[config.mk]
export PLATFORM = sky130hd
export DESIGN_NAME = mm_port_arbiter
export DESIGN_NICKNAME = d
export VERILOG_FILES = /design/src/rtl/mm_port_arbiter_pkg.sv /design/src/rtl/mm_arb_timer.sv /design/src/rtl/mm_port_arbiter.sv
export SDC_FILE = /design/constraint.sdc
export NUM_CORES = 1
export LEC_CHECK = 0
export CELL_PAD_IN_SITES_DETAIL_PLACEMENT = 1
export CELL_PAD_IN_SITES_GLOBAL_PLACEMENT = 1
export CORE_AREA = 2 2 684 686
export DETAILED_ROUTE_END_ITERATION = 10
export DIE_AREA = 0 0 686 688
export MAX_ROUTING_LAYER = met4
export PLACE_DENSITY = 0.3
export SYNTH_ARGS = -nofsm -noshare
export SYNTH_HDL_FRONTEND = slang
export SYNTH_SLANG_ARGS = --single-unit
export TNS_END_PERCENT = 1
[constraint.sdc]
create_clock -name clk -period 25 [get_ports clk]
set_clock_uncertainty 0.2 [all_clocks]
set_input_delay 5 -clock clk [delete_from_list [all_inputs] [get_ports clk]]
set_output_delay 5 -clock clk [all_outputs]
set_load 0.005 [all_outputs]
[src/rtl/mm_port_arbiter_pkg.sv]
// Shared definitions for the main-memory port arbiter: FSM encoding, the
// default widths/timings used by cache and mainmemory, and the counter sizing helper.
package mm_port_arbiter_pkg;

  typedef enum logic [1:0] {
    ARB_IDLE    = 2'd0,
    ARB_RD_WAIT = 2'd1,
    ARB_WR_WAIT = 2'd2
  } arb_state_e;

  localparam int DEF_AW         = 32;
  localparam int DEF_DW         = 256;
  localparam int DEF_WRITE_TPUT = 4;
  localparam int DEF_RD_TIMEOUT = 64;

  // Wide enough that neither the watchdog nor the write spacing can wrap.
  function automatic int cnt_width(input int a, input int b);
    return $clog2((a > b) ? a : b) + 1;
  endfunction

endpackage

[src/rtl/mm_arb_timer.sv]
// Loadable up/down counter with a terminal-value flag. The count holds once
// it reaches the terminal value, so it can never wrap.
module mm_arb_timer #(
  parameter int W = 8
) (
  input  logic         clk,
  input  logic         reset,
  input  logic         i_load,
  input  logic [W-1:0] i_load_val,
  input  logic         i_en,
  input  logic         i_up,
  input  logic [W-1:0] i_term_val,
  output logic         o_term
);

  logic [W-1:0] r_cnt;

  always_ff @(posedge clk or posedge reset) begin
    if (reset)
      r_cnt <= '0;
    else if (i_load)
      r_cnt <= i_load_val;
    else if (i_en && !o_term)
      r_cnt <= i_up ? r_cnt + 1'b1 : r_cnt - 1'b1;
  end

  assign o_term = (r_cnt == i_term_val);

endmodule

[src/rtl/mm_port_arbiter.sv]
// Round-robin sharing of the single main-memory port between the L1 data side
// (r0) and the fill/prefetch side (r1), one transaction in flight at a time.
module mm_port_arbiter
  import mm_port_arbiter_pkg::*;
#(
  parameter int WRITE_TPUT = DEF_WRITE_TPUT,
  parameter int RD_TIMEOUT = DEF_RD_TIMEOUT,
  parameter int AW         = DEF_AW,
  parameter int DW         = DEF_DW
) (
  input  logic            clk,
  input  logic            reset,
  input  logic [AW-1:0]   r0_a,
  input  logic [DW/8-1:0] r0_be,
  input  logic            r0_read,
  input  logic            r0_write,
  input  logic [DW-1:0]   r0_wd,
  output logic            r0_gnt,
  output logic [DW-1:0]   r0_rd,
  output logic            r0_rd_valid,
  input  logic [AW-1:0]   r1_a,
  input  logic [DW/8-1:0] r1_be,
  input  logic            r1_read,
  input  logic            r1_write,
  input  logic [DW-1:0]   r1_wd,
  output logic            r1_gnt,
  output logic [DW-1:0]   r1_rd,
  output logic            r1_rd_valid,
  output logic [AW-1:0]   mm_a,
  output logic [DW/8-1:0] mm_be,
  output logic            mm_read,
  output logic            mm_write,
  output logic [DW-1:0]   mm_wd,
  input  logic [DW-1:0]   mm_rd,
  input  logic            mm_valid,
  output logic            busy,
  output logic            owner,
  output logic            err
);

  localparam int CW      = cnt_width(RD_TIMEOUT, WRITE_TPUT);
  // Leaving WR_WAIT one count early lets IDLE sample on the cycle that makes
  // back-to-back writes exactly WRITE_TPUT apart.
  localparam int WR_TERM = (WRITE_TPUT > 1) ? 1 : 0;

  arb_state_e      r_state, w_next;
  logic            r_last, r_owner, r_stale;
  logic            r_gnt0, r_gnt1, r_mrd, r_mwr, r_err;
  logic [AW-1:0]   r_a;
  logic [DW/8-1:0] r_be;
  logic [DW-1:0]   r_wd;
  logic            w_req0, w_req1, w_win, w_issue, w_wr, w_rd, w_term;
  logic            w_tmo, w_stray, w_err;
  logic [CW-1:0]   w_load_val, w_term_val;

  assign w_req0  = r0_read | r0_write;
  assign w_req1  = r1_read | r1_write;
  assign w_win   = (w_req0 && w_req1) ? ~r_last : w_req1;
  assign w_issue = (r_state == ARB_IDLE) && (w_req0 || w_req1);
  assign w_wr    = w_win ? r1_write : r0_write;
  assign w_rd    = w_win ? r1_read  : r0_read;

  assign w_load_val = w_wr ? CW'(WRITE_TPUT - 1) : '0;
  assign w_term_val = (r_state == ARB_RD_WAIT) ? CW'(RD_TIMEOUT - 1) : CW'(WR_TERM);

  mm_arb_timer #(.W(CW)) u_timer (
    .clk       (clk),
    .reset     (reset),
    .i_load    (w_issue),
    .i_load_val(w_load_val),
    .i_en      (r_state != ARB_IDLE),
    .i_up      (r_state == ARB_RD_WAIT),
    .i_term_val(w_term_val),
    .o_term    (w_term)
  );

  always_ff @(posedge clk or posedge reset) begin
    if (reset) r_state <= ARB_IDLE;
    else       r_state <= w_next;
  end

  always_comb begin
    w_next = r_state;
    case (r_state)
      ARB_IDLE:    if (w_issue) w_next = w_wr ? ARB_WR_WAIT : ARB_RD_WAIT;
      ARB_RD_WAIT: if (mm_valid || w_term) w_next = ARB_IDLE;
      ARB_WR_WAIT: if (w_term) w_next = ARB_IDLE;
      default:     w_next = ARB_IDLE;
    endcase
  end

  // r_stale marks a read possibly left in flight by reset; its data is dropped quietly.
  always_comb begin
    r0_rd_valid = 1'b0;
    r1_rd_valid = 1'b0;
    w_tmo       = 1'b0;
    w_stray     = 1'b0;
    case (r_state)
      ARB_RD_WAIT: begin
        r0_rd_valid = mm_valid & ~r_owner;
        r1_rd_valid = mm_valid &  r_owner;
        w_tmo       = w_term & ~mm_valid;
      end
      ARB_IDLE:    w_stray = mm_valid & ~r_stale;
      ARB_WR_WAIT: w_stray = mm_valid;
      default:     ;
    endcase
  end

  assign w_err = (w_issue & w_wr & w_rd) | w_tmo | w_stray;

  always_ff @(posedge clk or posedge reset) begin
    if (reset) begin
      r_last  <= 1'b1;
      r_owner <= 1'b0;
      r_stale <= 1'b1;
      r_gnt0  <= 1'b0;
      r_gnt1  <= 1'b0;
      r_mrd   <= 1'b0;
      r_mwr   <= 1'b0;
      r_err   <= 1'b0;
      r_a     <= '0;
      r_be    <= '0;
      r_wd    <= '0;
    end else begin
      r_gnt0 <= w_issue & ~w_win;
      r_gnt1 <= w_issue &  w_win;
      r_mrd  <= w_issue & ~w_wr;
      r_mwr  <= w_issue &  w_wr;
      r_err  <= w_err;
      if (w_issue) begin
        r_a     <= w_win ? r1_a  : r0_a;
        r_be    <= w_win ? r1_be : r0_be;
        r_wd    <= w_win ? r1_wd : r0_wd;
        r_owner <= w_win;
        r_last  <= w_win;
        r_stale <= 1'b0;
      end else if (mm_valid && r_state == ARB_IDLE) begin
        r_stale <= 1'b0;
      end
    end
  end

  assign r0_gnt   = r_gnt0;
  assign r1_gnt   = r_gnt1;
  assign mm_read  = r_mrd;
  assign mm_write = r_mwr;
  assign mm_a     = r_a;
  assign mm_be    = r_be;
  assign mm_wd    = r_wd;
  assign err      = r_err;
  assign owner    = r_owner;
  assign busy     = (r_state != ARB_IDLE);
  assign r0_rd    = mm_rd;
  assign r1_rd    = mm_rd;

endmodule

* Yosys cells after proc, flatten, opt, wreduce, memory -nomap -nowiden
Index checks and enable logic that the tools add are counted.
** Word-level totals
- Word-level logic and storage cells :: 74
- Input port bits :: 903
- Output and inout port bits :: 841
- Bits in registers :: 337
** Operators by class
- Bitwise operators :: 19
- Add/sub/neg operators :: 2
- Mux-type cells :: 22
- Eq/ne operators :: 6
- Reduce and logical (&&, ||, !) cells :: 12
** Operators by type and width (number)
- 256-bit two-way mux :: 1
- 32-bit two-way mux :: 2
- 7-bit two-way mux :: 3
- 2-bit two-way mux :: 5
- 1-bit AND :: 9
- 1-bit two-way mux :: 8
- 7-bit by 1-bit adder with 7-bit output, second input constant :: 1
- 7-bit by 6-bit equality test with 1-bit output :: 1
- 7-bit by 1-bit subtractor with 7-bit output, second input constant :: 1
- 6-bit two-way mux :: 1
- 1-bit NOT :: 6
- 2-bit one-hot mux with 3 select lines :: 1
- 2-bit nonzero test :: 3
- 1-bit logical AND :: 4
- 2-bit inequality test, second input constant :: 2
- 1-bit bitwise OR :: 4
- 3-bit AND reduction :: 1
- 2-bit by 1-bit equality test with 1-bit output, second input constant :: 1
- 2-bit equality test, second input constant :: 1
- 2-bit zero test :: 1
- 1-bit logical OR :: 2
- 2-bit by 1-bit inequality test with 1-bit output, second input constant :: 1
- 1-bit one-hot mux with 2 select lines :: 1
- 1-bit zero test :: 1

* Logic depth before layout (Yosys ltp)
- Depth in word-level cells :: 8
- Gate-level depth with buffers :: 9
- Depth with buffers taken out :: 8

* Hierarchy
Synthesis repeated with hierarchy kept, for this count alone.
** Second synthesis, totals
- Cell total of the unflattened synthesis :: 1696
- Area total of the unflattened synthesis :: 18875.6 sq um
** By module, submodules not included
- mm_port_arbiter :: times used 1, area each 18223.7 sq um, cells an instance 1628, seq. area each 8260.4 sq um
- mm_arb_timer :: times used 1, area each 651.9 sq um, cells an instance 68, seq. area each 175.2 sq um

* Least setup slack after synthesis
Ideal clock, no wire load.
- Path type :: input to output
- Start point :: input mm_valid
- End point :: output r0_rd_valid
- Data arrival time :: 5.261 ns
- Required time :: 19.800 ns
- Path buffers :: 0
- Stages :: 2
- Slack :: 14.539 ns
- Cells stage by stage :: inv_1 -> nor3_1
** Between the ends
- Word-level cells in the longest chain between the ends :: 2
** RTL lines
- start: declaration :: line mm_port_arbiter.sv:35 : input logic mm_valid,
- 1-bit AND :: line mm_port_arbiter.sv:100 : r0_rd_valid = mm_valid & ~r_owner;
- 1-bit two-way mux :: line mm_port_arbiter.sv:98 : case (r_state)
- end: declaration :: line mm_port_arbiter.sv:20 : output logic r0_rd_valid,
No other way between the ends.

* Worst setup path in the final report
- Start point :: input mm_valid
- End point :: output r1_rd_valid
** Between the ends
- Word-level cells in the longest chain between the ends :: 2
** RTL lines
- 1-bit AND :: line mm_port_arbiter.sv:101 : r1_rd_valid = mm_valid & r_owner;
- 1-bit two-way mux :: line mm_port_arbiter.sv:98
- end: declaration :: line mm_port_arbiter.sv:28 : output logic r1_rd_valid,
No other way between the ends.

==> reports/metrics.cfg <==
[timing]
min_period_ns = 12.53
relSlewSlack_pct = 23.68
slew_violations = 0
setup_viol = 0
worst_pin_slew_ns = 1.145
setup_tns_ns = 0
rsz0062_at_grt = false
fin_ws_ns = 12.47
max_freq_mhz = 79.78
hold_violations = 0
fin_crit_sh_pct = 50.14

[die]
design.core.area_mm2 = 0.4651
pin_count = 1744
initial_core_util_pct = 4.188
die_area_mm2 = 0.4720
die_h_um = 688
num_rows = 251
die_w_um = 686

[power]
power_density_mw_per_mm2 = 108.1
total_leakage_power_nw = 11.33
peakVddDrop_uv = 54.00

[clock_network]
clk_pin_slew_ns = 0.05
cts_resized = 0
cts_made_buffers = 55
cts_buffer_depth = 3
cts_root_buffer = clkbuf_16
cts_setup_buffers = 0
cts_tree = built
holdBufCountCts = 0
h-tree-depth = 2
clk_latency_ns = 0.75
clock_sinks = 337

[synthesis]
synthesis.nets = 3281
synthFlopType = dfrtp_1
yosysWarnings = 0
seq_area_frac_synth_pct = 43.30
synth_area_mm2 = 0.01948
synth_edf_count = 0
synth_area_leaders = dfrtp_1, buf_4, nand2_1
yosysTopAreaCell = dfrtp_1
synthDistinctLibCells = 39
synthArstFlopShare_pct = 100.0
yosys_register_bits = 337
synth_cells = 2367
syn_avg_cell_area_um2 = 8.230
synth.top_cell.area_share_pct = 43.03
synth_commonest_cells = nand2_1, buf_4, dfrtp_1
synth_most_common_cell = nand2_1

[detailed_routing]
vias = 19190
viasPerCell = 2.122
first_pass_iters = 7
ant_nets = 0
post-route-drc-count = 0
wl_per_cell_um = 25.52
drt_iter0_markers = 1130
wirelength_um = 230800

[placement]
portBuffers = 975
gp_congestion = 0.8265
place_ws_ns = 12.15
dp_hpwl_um = 199900

[setup_path]
r2r-start = r_state[0]
cp.arrival_ns = 7.33
crit_path_end_kind = primary output
critPathRequiredTime_ns = 19.80
critical_path_class = in2out
startpoint_type = input port
cp_max_fo = 4
cp-startpoint = mm_valid

[global_routing]
grt_start_max_net_pins = 123
grt-ovfl-total = 0
antenna_found_initial = 125
grt_usage_pct = 9.659
grt_pass1_wl_um = 277400
first_global_vias = 19840

[job]
maxCapViolations = 0

[hold_path]
hold_class = reg2reg
min_from = r_stale

[outcome]
status = complete, no violations

[final_layout]
synthToLayoutAreaGrowth_pct = 76.66
fin_nets = 3686
drive_above_1_share_pct = 4.684

## cells in the final DEF, fill, tap and decap left out, types with 3 or more instances in the layout
cell               n
a21oi_1            6
clkbuf_8          18
o21ai_0            6
nand3_1            6
diode_2           28
clkbuf_1          15
clkinv_2           5
buf_4             29
clkdlybuf4s50_1  975
clkbuf_16         55
dfrtp_1          335
nand2b_1           5
ha_1              10
nand2_1          644
a211oi_1           4
a21o_1             3
nor2_1           329
a31oi_1          321
o31ai_1            3
## kinds of logic (layout without fill, tap and decap cells)
family | Yosys count | count (layout) | share of synthesized area (%)
buffers and inverters | 662 | 1113 | 24.65
other | 0 | 28 | 0
AO/OA/AOI/OAI | 357 | 357 | 11.59
multiplexers | 1 | 1 | 0.05139
XOR/XNOR | 1 | 1 | 0.04497
adder cells (fa/ha/maj) | 11 | 11 | 0.7451
flip-flops | 337 | 337 | 43.30
AND/OR/NAND/NOR | 998 | 998 | 19.62
## sequential cells by signal, indices dropped and copies added, names as in the netlist
| signal | flops |
|---|---|
| r1_gnt | 1 |
| owner | 1 |
| mm_read | 1 |
| mm_write | 1 |
| r_stale | 1 |
| r_last | 1 |
| mm_wd | 256 |
| r0_gnt | 1 |
| mm_a | 32 |
| r_state | 2 |
| mm_be | 32 |
| err | 1 |
| u_timer.r_cnt | 7 |
## stage by stage
stage | area (um2) | hold WS (ns) | instances | util (%) | power, mW
final | 34410 | 0.2964 | 9044 | 7.399 | 3.719
after global routing | 34400 | 0.3163 | 9037 | 7.395 | 4.019
after CTS | 34340 | 0.2995 | 9016 | 7.384 | 3.870
after detailed placement | 32480 | 0.2910 | 8913 | 6.984 | 2.964
after global placement | 32480 | 0.2960 | 8913 | 6.984 | 2.951
after floorplan | 19480 | 0.2763 | 2367 | - | 1.817
## final timing paths
kind	endpoint	slack, ns	cells past startpoint
worst min register to register	r_stale	0.30	1
max in group asynchronous	mm_wd[98]	17.81	4
worst min-delay path	r_stale	0.30	1
min in group asynchronous	mm_wd[211]	4.57	2
worst max-delay path	r1_rd_valid	12.47	5
worst max register to register	mm_wd[92]	20.10	9
## where the power goes
| group | switching, mW | total [mW] | internal, mW |
|---|---|---|---|
| sequential | 0.188 | 1.02 | 0.832 |
| clock | 0.358 | 0.837 | 0.479 |
| combinational | 1.05 | 1.86 | 0.813 |
## layer usage
metal,global-route usage [%],part of all wire [%],vias up
li1,-,-,8098
met2,14.63,44,1425
met3,6.055,13,411
met1,9.976,37,9255
met5,-,0,-
met4,3.989,4.7,0
## worst max-delay path: stages
cell and delay, ns:
clkdlybuf4s50_1 0.67, inv_1 0.21, nor3_2 0.61, buf_4 0.29, clkdlybuf4s50_1 0.52
## cell type report
class	instances	area, um2
repair buffers	1005	9997
clock buffers	88	1680
diodes	28	70.07
clock inverters	15	181.4
multi-input cells	1368	6267
inverters	5	26.28
well taps	6198	7755
flip-flops and latches	337	8436
fillers	55130	430700
(Power assumes the default switching activity.)
